**src/rtl/timer_16bit_counter_core.sv**
```systemverilog
// Timer/Counter1 counting engine: prescaler, external T1 clock sync, TCNT1
// normal/CTC counting, compare/overflow flag-set pulses and gated interrupt requests.
module timer_16bit_counter_core #(
  parameter int unsigned OCF_BIT         = 4,
  parameter int unsigned TOV_BIT         = 2,
  parameter int unsigned PRESCALER_WIDTH = 10
) (
  input  logic        sysClock,
  input  logic        system_reset,
  input  logic [7:0]  TCCR1B_in,
  input  logic [15:0] OCR1A_in,
  input  logic [7:0]  TIMSK_in,
  input  logic [7:0]  TIFR_in,
  input  logic        tcnt_write_en,
  input  logic [15:0] tcnt_write_data,
  input  logic        psr_in,
  input  logic        t1_pin,
  output logic [15:0] TCNT1_out,
  output logic        ocf1a_set,
  output logic        tov1_set,
  output logic        irq_compa,
  output logic        irq_ovf
);

  logic [PRESCALER_WIDTH-1:0] prescaler;
  logic [15:0] tcnt;
  logic        t1_s1, t1_s2, t1_p;
  logic        cmp_block;
  logic        tick;
  logic        t1_rise, t1_fall;
  logic        ctc_mode;
  logic [2:0]  cs;
  logic        at_top;
  logic        at_max;

  assign cs       = TCCR1B_in[2:0];
  assign ctc_mode = TCCR1B_in[3];
  assign t1_rise  = t1_s2 & ~t1_p;
  assign t1_fall  = ~t1_s2 & t1_p;
  assign at_top   = (tcnt == OCR1A_in);
  assign at_max   = (tcnt == 16'hFFFF);

  always_ff @(posedge sysClock or negedge system_reset) begin
    if (!system_reset) begin
      prescaler <= '0;
    end else if (psr_in) begin
      prescaler <= '0;
    end else begin
      prescaler <= prescaler + 1'b1;
    end
  end

  always_ff @(posedge sysClock or negedge system_reset) begin
    if (!system_reset) begin
      t1_s1 <= 1'b0;
      t1_s2 <= 1'b0;
      t1_p  <= 1'b0;
    end else begin
      t1_s1 <= t1_pin;
      t1_s2 <= t1_s1;
      t1_p  <= t1_s2;
    end
  end

  always_comb begin
    tick = 1'b0;
    case (cs)
      3'b001:  tick = 1'b1;
      3'b010:  tick = &prescaler[2:0];
      3'b011:  tick = &prescaler[5:0];
      3'b100:  tick = &prescaler[7:0];
      3'b101:  tick = &prescaler[9:0];
      3'b110:  tick = t1_fall;
      3'b111:  tick = t1_rise;
      default: tick = 1'b0;
    endcase
  end

  // A CPU write wins over a coincident tick, and the written value is shielded
  // from matching until the following tick has moved past it.
  always_ff @(posedge sysClock or negedge system_reset) begin
    if (!system_reset) begin
      tcnt      <= '0;
      cmp_block <= 1'b0;
      ocf1a_set <= 1'b0;
      tov1_set  <= 1'b0;
    end else if (tcnt_write_en) begin
      tcnt      <= tcnt_write_data;
      cmp_block <= 1'b1;
      ocf1a_set <= 1'b0;
      tov1_set  <= 1'b0;
    end else if (tick) begin
      tcnt      <= (ctc_mode && at_top) ? 16'h0000 : tcnt + 16'd1;
      cmp_block <= 1'b0;
      ocf1a_set <= at_top & ~cmp_block;
      tov1_set  <= at_max;
    end else begin
      ocf1a_set <= 1'b0;
      tov1_set  <= 1'b0;
    end
  end

  assign TCNT1_out = tcnt;
  assign irq_compa = TIFR_in[OCF_BIT] & TIMSK_in[OCF_BIT];
  assign irq_ovf   = TIFR_in[TOV_BIT] & TIMSK_in[TOV_BIT];

  logic unused_bits;
  assign unused_bits = ^{TCCR1B_in[7:4], TIMSK_in, TIFR_in, prescaler};

endmodule

```
**config.mk**
```make
export PLATFORM = sky130hd
export DESIGN_NAME = timer_16bit_counter_core
export DESIGN_NICKNAME = d
export VERILOG_FILES = /design/src/rtl/timer_16bit_counter_core.sv
export SDC_FILE = /design/constraint.sdc
export NUM_CORES = 1
export LEC_CHECK = 0
export ABC_CLOCK_PERIOD_IN_PS = 1950
export BUFFER_PORTS_ARGS = -buffer_cell sky130_fd_sc_hd__buf_2
export CAP_MARGIN = 10
export CORE_UTILIZATION = 35
export DETAILED_ROUTE_END_ITERATION = 10
export PLACE_DENSITY = 0.75
export SETUP_SLACK_MARGIN = 0.15
export SLEW_MARGIN = 20
export SYNTH_ARGS = -nofsm -noshare
export SYNTH_HDL_FRONTEND = slang
export SYNTH_SLANG_ARGS = --single-unit
export TNS_END_PERCENT = 100
```
**constraint.sdc**
```tcl
create_clock -name sysClock -period 1.95 [get_ports sysClock]
set_input_delay 0.39 -clock sysClock [delete_from_list [all_inputs] [get_ports sysClock]]
set_output_delay 0.39 -clock sysClock [all_outputs]
set_load 0.02 [all_outputs]
```
# --- Word-level counts from Yosys, hierarchy flattened ---
# Index checks and enable logic that the tools add are counted.
totals:
  output_inout_bits: 20
  elab_cells: 44
  regBits: 32
op_classes:
  addsub: 2
  muxes: 11
  bitwise: 8
  eq_ne: 9
  n_reduce_logical: 6
op_table:
  columns: ["op", "n"]
  rows:
  - ["2-to-1 mux 16 bit", 3]
  - ["adder 16 x 1 -> 16 bit, second input constant", 1]
  - ["equality test 16 bit", 1]
  - ["equality test 16 bit, second input constant", 1]
  - ["equality test 3 bit, second input constant", 4]
  - ["adder 10 x 1 -> 10 bit, second input constant", 1]
  - ["2-to-1 mux 10 bit", 1]
  - ["AND reduction 10 bit", 1]
  - ["AND reduction 8 bit", 1]
  - ["one-hot mux 1 bit (7 select lines)", 1]
  - ["equality test 3 x 2 -> 1 bit, second input constant", 2]
  - ["2-to-1 mux 1 bit", 6]
  - ["AND reduction 6 bit", 1]
  - ["bitwise AND 1 bit", 5]
  - ["equality test 3 x 1 -> 1 bit, second input constant", 1]
  - ["NOT 1 bit", 3]
  - ["AND reduction 3 bit", 1]
  - ["nonzero test 2 bit", 1]
  - ["logical AND 1 bit", 1]

# --- Logic depth before layout (Yosys ltp) ---
# Gate-level depths: netlist (run 1).
depth:
  word_depth: 5
  mapped_depth: 10
  ltp_nobuf: 8

# --- Worst setup path after synthesis (run 1) ---
# OpenSTA, ideal clock, no wires.
synth_path:
  path_kind: "reg2reg"
  start: "register tcnt[0] (netlist: TCNT1_out[0])"
  end: "register tcnt[14] (netlist: TCNT1_out[14])"
  t_required_ns: 1.824
  setup_ns: 0.126
  synth_period_minus_slack_ns: 2.069
  arrival_ns: 1.943
  setup_slack_ns: -0.119
  path_stages_with_launch: 8
  path_buffers: 0
  path_cell_list: "dfrtp_1 ha_1 nand3_1 nor2_1 nand3_1 or2_2 a21o_1 a221o_1"
synth_via:
  elab_chain_len: 5
  word_cells_on_any_way: 6
  classes_between: "add/sub: 1; eq/ne: 1; mux: 3; reduce/logical: 1"
synth_lines:
  columns: ["item", "line", "text"]
  rows:
  - ["start: declaration", "26", "logic [15:0] tcnt;"]
  - ["start signal: assignment", "88", "tcnt <= tcnt_write_data;"]
  - ["start signal: assignment", "93", "tcnt <= (ctc_mode && at_top) ? 16'h0000 : tcnt + 16'd1;"]
  - ["parallel branches: the longest is 2 deep, another holds adder 16 x 1 -> 16 bit", null, null]
  - ["2-to-1 mux 16 bit (*)", "93", null]
  - ["2-to-1 mux 16 bit (*)", "92", "end else if (tick) begin"]
  - ["2-to-1 mux 16 bit (*)", "87", "end else if (tcnt_write_en) begin"]
# Every way passes the cells marked *. The select of a mux whose other input is x is not followed.
# A chain may end at the register's enable or synchronous reset.

# --- Worst setup path in the final report (run 1) ---
# Same ends and word-level chain as after synthesis.

==> results.cfg, run 1 <==
[run_status]
run_status = complete, no violations

[synthesis]
synth-edff-count = 0
synth_seq_cells = 32
synth_area_leaders = dfrtp_1 (42%), xnor2_1 (8.8%), nand2_1 (4.1%)
synth-seq-area-share_pct = 42.13
synth.top_cell.area_share_pct = 42.13
synthArstFlopShare_pct = 100.0
ys.flop_type = dfrtp_1
syn_area_per_cell_um2 = 8.881
synthesis.nets = 278
syn_area_um2 = 1901
synthCells = 214
synth_top_area_cell = dfrtp_1
synth_cell_types = 38
synth_warnings = 0

[cells_and_area]
fin_nets = 379
seqCellArea_um2 = 813.3
stdcell_area_um2 = 2841
instances_no_fill = 386
syn_to_final_growth_pct = 49.51
multi_input_area_um2 = 1197
diodes = 0
drive_gt1_share_pct = 47.78
post-route-util_pct = 54.93
nFillCells = 439

[worst_setup_path]
start_kind = flip-flop
end_kind = flip-flop
cp_slowest_cell = dfrtp_2
worstPathRequired_ps = 2120
path_buf_inv = 0
cp_common_cell = nand3_1
path_cells = ha_1 -> nand3_1 -> nor2_2 -> nand3_1 -> or2_2 -> a21o_1 -> a221o_1
worstSetupPathType = reg2reg
crit_arrival_ps = 2080
crit_start = TCNT1_out[0]
worst_r2r_startpoint = TCNT1_out[0]
crit_fanout = 4
r2r_cells = 7
timing.rr.end = TCNT1_out[14]
slowest_delay_ps = 400
r2r_setup_slack_ps = 40
cp_top_family = simple AND/OR/NAND/NOR gates

[power_and_ir_drop]
power.leakage_nw = 1.245
power.total_mw = 1.742
max-vdd-ir-drop_v = 0.0002456
power_density_nw_per_um2 = 613.2

[floorplanning]
die_h_um = 75.69
die_w_um = 75.69
rows = 26
start_util_pct = 36.74
core_area_um2 = 5172
die_area_um2 = 5729
ios = 81

[timing]
hold_violations = 0
period_needed_ps = 1911
drv_slew = 0
grt_setup_unrepaired = yes
worstMarginPinSlew_ps = 726.2
fmax_ghz = 0.5232
setup_viol = 0
setup_tns_ps = 0
finalCritPeriodShare_pct = 98.02
finalClockSkew_ps = 6.183
fin_ws_ps = 38.55
hold_ws_ps = 155.6
slew_headroom_pct = 51.59

[drt]
drt-total-wl_mm = 5.449
met2_length_mm = 2.664
routed_via_density = 5.306
wl_per_cell_um = 14.12
wl_met3_um = 288
highest_layer = met4
vias = 2048
drcViolationCount = 0
wl_met1_mm = 2.402
drtIter0Drc = 102
ant_nets = 0
dr.pass1.iters = 4

[clocking]
clock_sinks = 32
clock_path_buffers = 2
numCtsBuffers = 5
cts-htree-levels = 2
clkTransAtPathRegs_ps = 70
cts-root-buf = clkbuf_8
clock_latency_ps = 290
cts_tree = done

[flow_run]
cap_viol_max_count = 0

[placed_design]
dp_cells = 370
hpwl_mm = 3.900
numPortBuffers = 64
post-place-ws_ps = -65.09
routabilityCongestion = 0.8627
placed_cell_area_um2 = 2540

[grt]
antenna_found_initial = 0
first_global_vias = 1850
grt_pass1_wl_mm = 8.190
grt_usage_pct = 19.20
grt_max_degree = 33
overflow = 0

[min_path]
hp-class = in2async
==> state kept, by name, indices dropped and copies added (netlist names) <==
| name | count |
|---|---|
| TCNT1_out | 16 |
| prescaler | 10 |
| t1_s1 | 1 |
| t1_p | 1 |
| ocf1a_set | 1 |
| cmp_block | 1 |
| t1_s2 | 1 |
| tov1_set | 1 |
==> placed cells by master, fill, tap and decap left out, types with 10 or more instances in the layout <==
| cell type | synthesis | final |
|---|---|---|
| nor2_1 | 16 | 13 |
| nor3_1 | 10 | 10 |
| o21ai_1 | 8 | 12 |
| buf_2 | 2 | 64 |
| dfrtp_1 | 32 | 22 |
| dfrtp_2 | 0 | 10 |
| nand2_1 | 21 | 20 |
| buf_4 | 0 | 33 |
| xnor2_1 | 19 | 14 |
==> metal layers <==
| metal | GRT usage [%] | vias to the layer above |
|---|---|---|
| li1 | - | 969 |
| met1 | 24.58 | 1006 |
| met2 | 31.65 | 65 |
| met3 | 4.497 | 8 |
| met4 | 7.202 | 0 |
| met5 | 0 | - |
==> worst max path at each step <==
stage | endpoint | slack (ps) | depth (start not counted)
2_1_floorplan | TCNT1_out[14] | -10 | 6
3_3_place_gp | TCNT1_out[14] | -50 | 8
3_5_place_dp | TCNT1_out[14] | -70 | 8
4_1_cts | TCNT1_out[14] | 40 | 7
5_1_grt | TCNT1_out[13] | -40 | 8
6_report | TCNT1_out[14] | 40 | 7
==> kinds of logic (layout without fill, tap and decap cells) <==
group	Yosys count	after routing	synth area share, %
simple gates	86	86	23.50
xor+xnor	23	23	10.60
mux	1	1	0.5267
compound gates	54	54	18.17
flops	32	32	42.13
fa+ha+maj	3	3	1.975
buf+inv	15	117	3.094
==> Yosys cell counts (3+ instances only) <==
master    instances
xor2_1            4
nor4_1            3
o21ai_0           6
clkbuf_1          6
dfrtp_1          32
a32oi_1           3
a22oi_1           9
nand3_1           7
nand2_1          21
nor3_1           10
nand2b_1          7
a31oi_1           4
xnor2_1          19
nor2_1           16
nor2b_1           4
nand4_1           8
ha_1              3
o21ai_1           8
inv_1             6
a21oi_1          14
==> layout make-up <==
class	count	share of cell area, %
clock inverters	1	0.1761
flip-flops and latches	32	28.62
clock buffers	7	2.686
repair buffers	103	22.50
well taps	70	3.082
multi-input cells	167	42.14
inverters	6	0.7926
==> repair_timing <==
action                     4_1_cts  5_1_grt
resized for setup                9       29
pin swaps                        4       15
setup endpoints to repair       16       19
setup buffers                    2        5
hold buffers                     0        0
cloned                           0        1
==> power by group <==
group | switching, mW | internal, mW
registers | 0.0420 | 0.710
logic | 0.264 | 0.232
clock network | 0.244 | 0.250
total | 0.550 | 1.19
Power figures use the tool's default switching activity.
==> inputs of run 2 (changes only) <==
--- a/config.mk
+++ b/config.mk
@@ -6,13 +6,12 @@
 export NUM_CORES = 1
 export LEC_CHECK = 0
 export ABC_CLOCK_PERIOD_IN_PS = 1950
-export BUFFER_PORTS_ARGS = -buffer_cell sky130_fd_sc_hd__buf_2
+export BUFFER_PORTS_ARGS = -buffer_cell sky130_fd_sc_hd__buf_4
 export CAP_MARGIN = 10
-export CORE_UTILIZATION = 35
+export CORE_UTILIZATION = 30
 export DETAILED_ROUTE_END_ITERATION = 10
-export PLACE_DENSITY = 0.75
+export PLACE_DENSITY = 0.68
 export SETUP_SLACK_MARGIN = 0.15
-export SLEW_MARGIN = 20
 export SYNTH_ARGS = -nofsm -noshare
 export SYNTH_HDL_FRONTEND = slang
 export SYNTH_SLANG_ARGS = --single-unit
==> run 2 against run 1 <==
The flow now finishes with violations (setup timing). Cell area rose by 4.8%. Clock skew barely moved. Utilization fell by 5.5 points. Worst hold slack got worse by 110 ps. Flip-flop and latch count did not move. Critical path depth rose by 1. Final cell count rose by 0.78%. Via count fell by 1.9%. Register-to-register slack got worse by 120 ps. Combinational power rose by 9.7%. Critical path type unchanged. Largest cell class unchanged. Largest power group unchanged.
==> results.cfg, run 2 (synthesis gave the netlist of run 1 again) <==
[run_status]
run_status = finished with violations
violations = setup timing

[worst_setup_path]
crit_start = TCNT1_out[0]
end_kind = flip-flop
crit_fanout = 6
start_kind = flip-flop
worst_r2r_startpoint = TCNT1_out[0]
crit_arrival_ps = 2190
worstPathRequired_ps = 2110
worstSetupPathType = reg2reg

[grt]
first_global_vias = 1900
grt_usage_pct = 17.62
grt_pass1_wl_mm = 8.901
grt_max_degree = 40
antenna_found_initial = 0
overflow = 0

[drt]
vias = 2009
drcViolationCount = 0
dr.pass1.iters = 5
routed_via_density = 5.165
drt-total-wl_mm = 5.790
wl_per_cell_um = 14.88
ant_nets = 0
drtIter0Drc = 136

[floorplanning]
rows = 28
die_area_um2 = 6658
start_util_pct = 31.54
die_w_um = 81.60
ios = 81
core_area_um2 = 6026
die_h_um = 81.60

[clocking]
cts-root-buf = clkbuf_8
clock_path_buffers = 2
clkTransAtPathRegs_ps = 70
clock_latency_ps = 290
numCtsBuffers = 5
cts-htree-levels = 2
clock_sinks = 32
cts_tree = done

[timing]
setup_tns_ps = -354.0
hold_ws_ps = 43.13
fmax_ghz = 0.4933
fin_ws_ps = -77.17
setup_viol = 10
grt_setup_unrepaired = yes
finalCritPeriodShare_pct = 104.0
drv_slew = 0
period_needed_ps = 2027
finalClockSkew_ps = 6.300
hold_violations = 0
worstMarginPinSlew_ps = 438.9
slew_headroom_pct = 70.74

[min_path]
hp-class = in2async

[cells_and_area]
diodes = 0
final_cell_mix = buf_4 (94), dfrtp_1 (22), nand2_1 (21), xnor2_1 (14), nor2_1 (13)
drive_gt1_share_pct = 46.18
largest_reg_flops = 16
nFillCells = 574
multi_input_area_um2 = 1170
syn_to_final_growth_pct = 56.62
seqCellArea_um2 = 813.3
fin_nets = 377
layout_commonest_cell = buf_4
stdcell_area_um2 = 2977

[power_and_ir_drop]
power_density_nw_per_um2 = 611.5
clock_power_share_pct = 28.8
internal_power_mw = 1.240
p_seq_share_pct = 41.3
p_sw_uw = 580.6
combPwrFrac_pct = 29.9
switching_share_pct = 31.90
power.leakage_nw = 1.292
max-vdd-ir-drop_v = 0.0002954

[placed_design]
numPortBuffers = 64
hpwl_mm = 4.252
routabilityCongestion = 0.8826
placed_cell_area_um2 = 2721

[flow_run]
cap_viol_max_count = 0
## run 2: stage by stage
stage	util, %	cells	power, mW	worst slack, ps
global placement	45.16	377	1.244	-106.5
finish	49.40	389	1.820	-77.17
CTS	48.32	389	1.813	6.476
global route	49.40	389	1.910	-181.7
detailed placement	45.16	377	1.254	-92.04
floorplan	-	214	0.9933	-13.65
## run 2: power by group through the flow
stage / sequential [mW] / clock [mW] / combinational, mW
finish: 0.752 / 0.524 / 0.544
global route: 0.758 / 0.565 / 0.587
CTS: 0.749 / 0.535 / 0.530
detailed placement: 0.761 / 0 / 0.493
global placement: 0.759 / 0 / 0.485
floorplan: 0.816 / 0 / 0.177
## run 2: worst paths after layout
kind	slack [ps]	depth (start not counted)	endpoint
max in group asynchronous	1570	1	TCNT1_out[0]
setup / recovery	-80	8	TCNT1_out[13]
setup reg to reg	-80	8	TCNT1_out[13]
min in group sysClock	200	1	t1_s1
hold reg to reg	360	0	t1_s2
hold / removal	40	1	TCNT1_out[3]
## run 2: worst max-delay path, stage by stage, from the launching register on
cell and delay [ps]:
dfrtp_2 450, xnor2_2 160, nand4_1 180, nor4_4 410, a211oi_2 140, buf_4 170
buf_6 130, a32oi_1 180, o21ai_1 90
## run 2: cell type report
cell class	instances	share of cell area (%)
Sequential cell	32	27.32
Clock inverter	3	0.7987
Multi-Input combinational cell	167	39.30
Inverter	6	0.7566
Clock buffer	5	2.312
Tap cell	75	3.153
Timing Repair Buffer	101	26.36
## run 2: layer usage
metal / track usage, % / vias up / routed length (um)
met3: 2.333 / 7 / 232
li1: - / 973 / -
met4: 5.789 / 0 / 76
met5: 0 / - / 0
met1: 23.15 / 952 / 2558
met2: 29.75 / 77 / 2922
## run 2: timing repair
| action | CTS | global route |
|---|---|---|
| cloned | 1 | 0 |
| setup buffers | 3 | 0 |
| pin swaps | 12 | 13 |
| setup endpoints to repair | 18 | 19 |
| resized for setup | 17 | 12 |
| hold buffers | 0 | 0 |
